[config.mk]
export PLATFORM = sky130hd
export DESIGN_NAME = mips_instr_encoder_flat
export DESIGN_NICKNAME = d
export VERILOG_FILES = /design/src/rtl/mips_instr_encoder_if.sv /design/src/rtl/mips_instr_encoder.sv /design/src/flat_wrapper.sv
export SDC_FILE = /design/constraint.sdc
export NUM_CORES = 1
export LEC_CHECK = 0
export CAP_MARGIN = 40
export CORE_MARGIN = 2
export CORE_UTILIZATION = 47
export CTS_CLUSTER_DIAMETER = 120
export CTS_CLUSTER_SIZE = 20
export DETAILED_ROUTE_END_ITERATION = 6
export GPL_ROUTABILITY_DRIVEN = 0
export HOLD_SLACK_MARGIN = 0.02
export PLACE_DENSITY_LB_ADDON = 0.3
export RECOVER_POWER = 100
export SLEW_MARGIN = 20
export SYNTH_ARGS = -nofsm -noshare
export SYNTH_HDL_FRONTEND = slang
export SYNTH_SLANG_ARGS = --single-unit
[constraint.sdc]
create_clock -name clk -period 2.1 [get_ports clk]
set_input_delay 0.63 -clock clk [delete_from_list [all_inputs] [get_ports clk]]
set_output_delay 0.63 -clock clk [all_outputs]
set_load 0.05 [all_outputs]
[src/rtl/mips_instr_encoder_if.sv]
// Request and instruction-memory write bundle for mips_instr_encoder.
// master drives requests and wr_ready; slave is the encoder.
interface mips_instr_encoder_if #(
  parameter int ADDR_W = 6
) ();
  logic              req_valid;
  logic              req_ready;
  logic [4:0]        req_kind;
  logic [4:0]        req_rs;
  logic [4:0]        req_rt;
  logic [4:0]        req_rd;
  logic [4:0]        req_shamt;
  logic [15:0]       req_imm;
  logic [25:0]       req_target;
  logic              wr_valid;
  logic              wr_ready;
  logic [ADDR_W-1:0] wr_addr;
  logic [31:0]       wr_data;
  logic [ADDR_W:0]   words_written;
  logic              err;

  modport master (
    output req_valid, req_kind, req_rs, req_rt, req_rd, req_shamt, req_imm, req_target, wr_ready,
    input  req_ready, wr_valid, wr_addr, wr_data, words_written, err
  );

  modport slave (
    input  req_valid, req_kind, req_rs, req_rt, req_rd, req_shamt, req_imm, req_target, wr_ready,
    output req_ready, wr_valid, wr_addr, wr_data, words_written, err
  );
endinterface

[src/rtl/mips_instr_encoder.sv]
// Encodes instruction requests into MIPS words, buffers them and streams them to instruction memory.
// Optional macro ENC_FIELD_CHECK_EN: requests with nonzero unused fields are dropped and flag err.
module mips_instr_encoder #(
  parameter int DEPTH  = 4,
  parameter int ADDR_W = 6
) (
  input  logic                clk,
  input  logic                reset,
  input  logic                clr,
  mips_instr_encoder_if.slave bus
);
  localparam int PTR_W = (DEPTH > 1) ? $clog2(DEPTH) : 1;
  localparam int CNT_W = $clog2(DEPTH + 1);

`ifdef ENC_FIELD_CHECK_EN
  localparam bit FIELD_CHECK = 1'b1;
`else
  localparam bit FIELD_CHECK = 1'b0;
`endif

  localparam logic [4:0] K_ADD  = 5'd0;
  localparam logic [4:0] K_SUB  = 5'd1;
  localparam logic [4:0] K_AND  = 5'd2;
  localparam logic [4:0] K_OR   = 5'd3;
  localparam logic [4:0] K_SLT  = 5'd4;
  localparam logic [4:0] K_XOR  = 5'd5;
  localparam logic [4:0] K_SRL  = 5'd6;
  localparam logic [4:0] K_SRLV = 5'd7;
  localparam logic [4:0] K_JR   = 5'd8;
  localparam logic [4:0] K_LW   = 5'd9;
  localparam logic [4:0] K_SW   = 5'd10;
  localparam logic [4:0] K_BEQ  = 5'd11;
  localparam logic [4:0] K_BLTZ = 5'd12;
  localparam logic [4:0] K_BGTZ = 5'd13;
  localparam logic [4:0] K_ADDI = 5'd14;
  localparam logic [4:0] K_J    = 5'd15;
  localparam logic [4:0] K_ANDI = 5'd16;
  localparam logic [4:0] K_ORI  = 5'd17;

  function automatic logic [31:0] r_word(input logic [4:0] rs, input logic [4:0] rt,
                                         input logic [4:0] rd, input logic [4:0] sh,
                                         input logic [5:0] funct);
    return {6'h00, rs, rt, rd, sh, funct};
  endfunction

  function automatic logic [31:0] i_word(input logic [5:0] op, input logic [4:0] rs,
                                         input logic [4:0] rt, input logic [15:0] imm);
    return {op, rs, rt, imm};
  endfunction

  logic [31:0]       mem_r [DEPTH];
  logic [PTR_W-1:0]  wr_ptr_r;
  logic [PTR_W-1:0]  rd_ptr_r;
  logic [CNT_W-1:0]  count_r;
  logic [ADDR_W-1:0] addr_r;
  logic [ADDR_W:0]   written_r;
  logic              err_r;

  logic [31:0] enc_word_s;
  logic        enc_legal_s;
  logic        unused_nz_s;
  logic        reject_s;
  logic        accept_s;
  logic        push_s;
  logic        pop_s;

  logic rs_nz_s, rt_nz_s, rd_nz_s, sh_nz_s, imm_nz_s, tgt_nz_s;
  logic r3_unused_s, i_unused_s;

  assign rs_nz_s     = |bus.req_rs;
  assign rt_nz_s     = |bus.req_rt;
  assign rd_nz_s     = |bus.req_rd;
  assign sh_nz_s     = |bus.req_shamt;
  assign imm_nz_s    = |bus.req_imm;
  assign tgt_nz_s    = |bus.req_target;
  assign r3_unused_s = sh_nz_s | imm_nz_s | tgt_nz_s;
  assign i_unused_s  = rd_nz_s | sh_nz_s | tgt_nz_s;

  // Encode the current request and flag illegal kinds and nonzero unused fields
  always_comb begin
    enc_word_s  = 32'h0000_0000;
    enc_legal_s = 1'b1;
    unused_nz_s = 1'b0;
    case (bus.req_kind)
      K_ADD:  begin enc_word_s = r_word(bus.req_rs, bus.req_rt, bus.req_rd, 5'd0, 6'h20); unused_nz_s = r3_unused_s; end
      K_SUB:  begin enc_word_s = r_word(bus.req_rs, bus.req_rt, bus.req_rd, 5'd0, 6'h22); unused_nz_s = r3_unused_s; end
      K_AND:  begin enc_word_s = r_word(bus.req_rs, bus.req_rt, bus.req_rd, 5'd0, 6'h24); unused_nz_s = r3_unused_s; end
      K_OR:   begin enc_word_s = r_word(bus.req_rs, bus.req_rt, bus.req_rd, 5'd0, 6'h25); unused_nz_s = r3_unused_s; end
      K_SLT:  begin enc_word_s = r_word(bus.req_rs, bus.req_rt, bus.req_rd, 5'd0, 6'h2A); unused_nz_s = r3_unused_s; end
      K_XOR:  begin enc_word_s = r_word(bus.req_rs, bus.req_rt, bus.req_rd, 5'd0, 6'h26); unused_nz_s = r3_unused_s; end
      K_SRLV: begin enc_word_s = r_word(bus.req_rs, bus.req_rt, bus.req_rd, 5'd0, 6'h06); unused_nz_s = r3_unused_s; end
      K_SRL: begin
        enc_word_s  = r_word(5'd0, bus.req_rt, bus.req_rd, bus.req_shamt, 6'h02);
        unused_nz_s = rs_nz_s | imm_nz_s | tgt_nz_s;
      end
      K_JR: begin
        enc_word_s  = r_word(bus.req_rs, 5'd0, 5'd0, 5'd0, 6'h08);
        unused_nz_s = rt_nz_s | rd_nz_s | sh_nz_s | imm_nz_s | tgt_nz_s;
      end
      K_LW:   begin enc_word_s = i_word(6'h23, bus.req_rs, bus.req_rt, bus.req_imm); unused_nz_s = i_unused_s; end
      K_SW:   begin enc_word_s = i_word(6'h2B, bus.req_rs, bus.req_rt, bus.req_imm); unused_nz_s = i_unused_s; end
      K_BEQ:  begin enc_word_s = i_word(6'h04, bus.req_rs, bus.req_rt, bus.req_imm); unused_nz_s = i_unused_s; end
      K_ADDI: begin enc_word_s = i_word(6'h08, bus.req_rs, bus.req_rt, bus.req_imm); unused_nz_s = i_unused_s; end
      K_ANDI: begin enc_word_s = i_word(6'h0C, bus.req_rs, bus.req_rt, bus.req_imm); unused_nz_s = i_unused_s; end
      K_ORI:  begin enc_word_s = i_word(6'h0D, bus.req_rs, bus.req_rt, bus.req_imm); unused_nz_s = i_unused_s; end
      K_BLTZ: begin enc_word_s = i_word(6'h01, bus.req_rs, 5'd0, bus.req_imm); unused_nz_s = rt_nz_s | i_unused_s; end
      K_BGTZ: begin enc_word_s = i_word(6'h07, bus.req_rs, 5'd0, bus.req_imm); unused_nz_s = rt_nz_s | i_unused_s; end
      K_J: begin
        enc_word_s  = {6'h02, bus.req_target};
        unused_nz_s = rs_nz_s | rt_nz_s | rd_nz_s | sh_nz_s | imm_nz_s;
      end
      default: enc_legal_s = 1'b0;
    endcase
  end

  // A full FIFO never accepts, even when the head pops this cycle
  assign bus.req_ready = (count_r < CNT_W'(DEPTH)) & ~clr;
  assign reject_s      = ~enc_legal_s | (FIELD_CHECK & unused_nz_s);
  assign accept_s      = bus.req_valid & bus.req_ready;
  assign push_s        = accept_s & ~reject_s;
  assign pop_s         = bus.wr_valid & bus.wr_ready;

  assign bus.wr_valid      = (count_r != {CNT_W{1'b0}});
  assign bus.wr_data       = bus.wr_valid ? mem_r[rd_ptr_r] : 32'h0000_0000;
  assign bus.wr_addr       = addr_r;
  assign bus.words_written = written_r;
  assign bus.err           = err_r;

  // FIFO storage; stale entries are never visible because wr_data is gated by wr_valid
  always_ff @(posedge clk) begin
    if (push_s) begin
      mem_r[wr_ptr_r] <= enc_word_s;
    end
  end

  // Pointers, occupancy, address counter, write count and sticky error
  always_ff @(posedge clk or posedge reset) begin
    if (reset) begin
      wr_ptr_r  <= {PTR_W{1'b0}};
      rd_ptr_r  <= {PTR_W{1'b0}};
      count_r   <= {CNT_W{1'b0}};
      addr_r    <= {ADDR_W{1'b0}};
      written_r <= {(ADDR_W+1){1'b0}};
      err_r     <= 1'b0;
    end else if (clr) begin
      wr_ptr_r  <= {PTR_W{1'b0}};
      rd_ptr_r  <= {PTR_W{1'b0}};
      count_r   <= {CNT_W{1'b0}};
      addr_r    <= {ADDR_W{1'b0}};
      written_r <= {(ADDR_W+1){1'b0}};
      err_r     <= 1'b0;
    end else begin
      if (push_s) begin
        wr_ptr_r <= wr_ptr_r + PTR_W'(1'b1);
      end
      if (pop_s) begin
        rd_ptr_r <= rd_ptr_r + PTR_W'(1'b1);
        addr_r   <= addr_r + ADDR_W'(1'b1);
        if (written_r != {(ADDR_W+1){1'b1}}) begin
          written_r <= written_r + (ADDR_W+1)'(1'b1);
        end
      end
      case ({push_s, pop_s})
        2'b10:   count_r <= count_r + CNT_W'(1'b1);
        2'b01:   count_r <= count_r - CNT_W'(1'b1);
        default: count_r <= count_r;
      endcase
      if (accept_s & reject_s) begin
        err_r <= 1'b1;
      end
    end
  end
endmodule
[src/flat_wrapper.sv]
// flat-port wrapper written by rule: the top's interface ports become plain ports
module mips_instr_encoder_flat 
#(
  parameter int DEPTH  = 4,
  parameter int ADDR_W = 6
)
  (clk, reset, clr, bus_req_valid, bus_req_kind, bus_req_rs, bus_req_rt, bus_req_rd, bus_req_shamt, bus_req_imm, bus_req_target, bus_wr_ready, bus_req_ready, bus_wr_valid, bus_wr_addr, bus_wr_data, bus_words_written, bus_err);
  mips_instr_encoder_if #(.ADDR_W(ADDR_W)) bus_i ();
  input  logic clk;
  input  logic reset;
  input  logic clr;
  input wire logic [$bits(bus_i.req_valid)-1:0] bus_req_valid;
  input wire logic [$bits(bus_i.req_kind)-1:0] bus_req_kind;
  input wire logic [$bits(bus_i.req_rs)-1:0] bus_req_rs;
  input wire logic [$bits(bus_i.req_rt)-1:0] bus_req_rt;
  input wire logic [$bits(bus_i.req_rd)-1:0] bus_req_rd;
  input wire logic [$bits(bus_i.req_shamt)-1:0] bus_req_shamt;
  input wire logic [$bits(bus_i.req_imm)-1:0] bus_req_imm;
  input wire logic [$bits(bus_i.req_target)-1:0] bus_req_target;
  input wire logic [$bits(bus_i.wr_ready)-1:0] bus_wr_ready;
  output wire logic [$bits(bus_i.req_ready)-1:0] bus_req_ready;
  output wire logic [$bits(bus_i.wr_valid)-1:0] bus_wr_valid;
  output wire logic [$bits(bus_i.wr_addr)-1:0] bus_wr_addr;
  output wire logic [$bits(bus_i.wr_data)-1:0] bus_wr_data;
  output wire logic [$bits(bus_i.words_written)-1:0] bus_words_written;
  output wire logic [$bits(bus_i.err)-1:0] bus_err;
  assign bus_i.req_valid = bus_req_valid;
  assign bus_i.req_kind = bus_req_kind;
  assign bus_i.req_rs = bus_req_rs;
  assign bus_i.req_rt = bus_req_rt;
  assign bus_i.req_rd = bus_req_rd;
  assign bus_i.req_shamt = bus_req_shamt;
  assign bus_i.req_imm = bus_req_imm;
  assign bus_i.req_target = bus_req_target;
  assign bus_i.wr_ready = bus_wr_ready;
  assign bus_req_ready = bus_i.req_ready;
  assign bus_wr_valid = bus_i.wr_valid;
  assign bus_wr_addr = bus_i.wr_addr;
  assign bus_wr_data = bus_i.wr_data;
  assign bus_words_written = bus_i.words_written;
  assign bus_err = bus_i.err;
  mips_instr_encoder #(.DEPTH(DEPTH), .ADDR_W(ADDR_W)) u_core (.clk(clk), .reset(reset), .clr(clr), .bus(bus_i));
endmodule
==> results.cfg, run 1 <==
[worst_hold_path]
hold_start = u_core.bus.err
hold_class = flop to flop
worstHoldEndpoint = u_core.bus.err
hold_depth = 2

[worst_setup_path]
reg2regPathDepth = 8
critPathLaunchType = flop
path_cells = buf_12, buf_16, mux4_2, nor2b_4, buf_12
timing.rr.start = u_core.count_r[2]
cp.arrival_ns = 1.94
crit_type = flop to primary output
cp_max_fo = 6
path_buf_inv = 3
crit_family = multiplexers
crit_top_cell = buf_12
timing.critical_path.depth = 5
r2r-end = u_core.count_r[2]
critPathCaptureType = primary output
cp.required_ns = 1.47
rrSetupSlack_ns = -0.02
cpMaxStageDelayCell = mux4_2
max_stage_delay_ns = 0.51

[timing]
tightest_slew_ns = 1.15
setup_viol = 81
finalMaxSlewViolations = 0
fin_ws_ns = -0.467
setup-tns-final_ns = -16.80
min_period_ns = 2.57
rsz0062_at_grt = yes
fmax_mhz = 390
skew_ns = 0.00777
hold_viol_final = 0
post-route-period-util_pct = 122
worst_hold_slack_ns = 0.534
max-slew-margin-rel_pct = 23.1

[cells_and_area]
fillers = 914
register_area_sq_um = 4250
post-route-cell-area_sq_um = 9630
area.growth.synth_to_final_pct = 47.9
multiInputGateArea_sq_um = 2370
fin_util_pct = 70.2
drive_above_1_share_pct = 33.2
nets = 689
num_antenna_cells = 0

[global_route]
antenna_found_initial = 0
grt_pass1_vias = 4569
grt_use_total_pct = 23.5
overflow = 0
grt_pass1_wl_um = 25300
grt_max_degree = 32

[place]
place_area_sq_um = 8710
dp_hpwl_um = 10100
pre_cts_ws_ns = -0.611
port_buffers = 118

[die]
dieArea_sq_um = 14800
die_w_um = 122
chipHeight_um = 122
start_util_pct = 47.5
top_level_ports = 120
rows = 43
core_area_sq_um = 13700

[synth]
seq_area_frac_synth_pct = 65.2
synth_edf_count = 124
synth_ff_type = edfxtp_1
synth_area_sq_um = 6510
synth.most_common_cell = edfxtp_1
synth_top_area_share_pct = 57.2
synthCells = 426
ys_async_sr_fraction_pct = 14.5
synth_area_leaders = edfxtp_1 57%, mux4_2 11%, dfrtp_1 8.1%
syn-num-nets = 505
syn_area_per_cell_sq_um = 15.3
yosys_warnings = 0
synth_common_cells = 124 x edfxtp_1, 35 x nor2b_1, 34 x nand2_1
ys_ff_latch = 145
yosys.area.top_type = edfxtp_1
ys_types = 49

[clock_network]
cts_made_buffers = 17
htreeDepth = 4
clock_sinks = 145
cts_tree = done
clock_latency_ns = 0.41
cts_buffer_depth = 2
cts_root_buf = clkbuf_16
clk_pin_slew_ns = 0.06
cts_hold_buf = 0

[routing]
vias = 4515
drt-total-wl_um = 16900
drc = 0
firstDrtPassIters = 5
avgViaCountPerCell = 5.62
antenna_left = 0
wire_per_inst_um = 21.1
drt_iter0_drc = 410

[run_status]
violations = setup timing
status = complete, but fails checks

[pwr]
power_density_nw_per_um2 = 1310
ir_drop_v = 0.000659
p_leak_nw = 3.64

[run]
maxCapViolCount = 0
==> sequential cells by signal, summed over array words and instances, names as in the netlist <==
| name | cells |
|---|---|
| u_core.bus.err | 1 |
| u_core.bus.words_written | 7 |
| u_core.bus.wr_addr | 6 |
| u_core.count_r | 3 |
| u_core.mem_r | 124 |
| u_core.rd_ptr_r | 2 |
| u_core.wr_ptr_r | 2 |
==> cell families after synthesis <==
kind of cell,after synthesis,share of synthesized area [%]
AOI/OAI and AO/OA,63,7.38
xor gates and xnor gates,18,2.63
adders and majority gates,7,1.46
buffers and inverters,34,2.56
DFF,145,65.2
muxes,32,10.9
other,1,0.0576
and+or+nand+nor,126,9.80
==> repair_timing <==
item                                    CTS  global route
pin swaps                                 2             8
buffers inserted                          8             2
gates resized for setup                  49            17
hold endpoints to repair                  0             0
endpoints found under the setup margin  108            67
gates cloned                              4             1
==> stage by stage <==
step | total power, mW | std cells
finish | 12.6 | 803
global route | 13.0 | 803
CTS | 12.6 | 800
detailed placement | 8.49 | 756
global placement | 8.44 | 756
floorplan | 6.22 | 426
==> per-layer routing <==
metal / wire (um) / vias up / GRT usage (%)
met5: 0 / - / 0
met4: 161 / 0 / 5.32
met3: 928 / 15 / 5.06
met2: 9200 / 179 / 42.4
met1: 6630 / 2318 / 29.3
li1: - / 2003 / -
==> worst register-to-register path, stage by stage, from the launching register on <==
cell and delay [ns]:
dfrtp_1 0.42, buf_6 0.14, buf_6 0.13, o31ai_1 0.38, nor2_2 0.08, fa_2 0.39, a2111oi_4 0.27, a41oi_1 0.08
a21oi_1 0.16
==> how the worst max path moves through the flow <==
stage                                   from                 end  slack, ns
final                     u_core.rd_ptr_r[0]     bus_wr_data[26]      -0.47
after global routing      u_core.rd_ptr_r[0]     bus_wr_data[26]      -0.53
after CTS                 u_core.rd_ptr_r[0]     bus_wr_data[17]      -0.50
after detailed placement     bus_req_kind[2]  u_core.mem_r[2][5]      -0.61
after global placement       bus_req_kind[2]  u_core.mem_r[2][5]      -0.57
after floorplan              bus_req_kind[1]   u_core.count_r[1]      -0.21
==> report_power, final <==
group	leakage, nW	switching, mW	internal (mW)
Sequential	1.43	0.0973	3.28
Clock	0.293	1.10	1.97
Combinational	1.92	3.10	3.08
==> final cells by class <==
type | count | area share (%)
clock buffers | 19 | 4.49
multi-input cells | 247 | 24.6
inverters | 8 | 0.338
clock inverters | 13 | 1.74
repair buffers | 191 | 22.3
flip-flops and latches | 145 | 44.1
well taps | 180 | 2.34
==> cell usage in the layout, fill, tap and decap left out, types with 4 or more instances in the layout <==
master | synthesis | routed
clkbuf_16 | 0 | 18
clkinv_2 | 0 | 4
xor2_1 | 7 | 7
o21ai_2 | 0 | 4
inv_1 | 8 | 7
ha_1 | 6 | 6
dfrtp_1 | 21 | 20
buf_6 | 1 | 7
a22oi_1 | 11 | 11
a22o_1 | 11 | 11
edfxtp_1 | 124 | 124
nor3_1 | 5 | 4
o21ai_0 | 10 | 7
mux4_2 | 31 | 31
clkbuf_1 | 10 | 20
bufinv_16 | 0 | 4
buf_4 | 2 | 34
nand3_1 | 5 | 5
buf_12 | 0 | 40
a21oi_1 | 10 | 9
nor2_1 | 27 | 25
xnor2_1 | 10 | 10
nand2_1 | 34 | 34
clkbuf_2 | 0 | 13
nor2b_4 | 0 | 30
nand4_1 | 4 | 4
clkdlybuf4s50_1 | 0 | 62
dlygate4sd2_1 | 0 | 5
Power figures use the tool's default switching activity.
==> run 2, diff against run 1 <==
Settings changed: GPL_ROUTABILITY_DRIVEN 0 to default.
==> results of run 2 <==
Same layout as run 1: the final DEF is identical, and so are final timing and power.
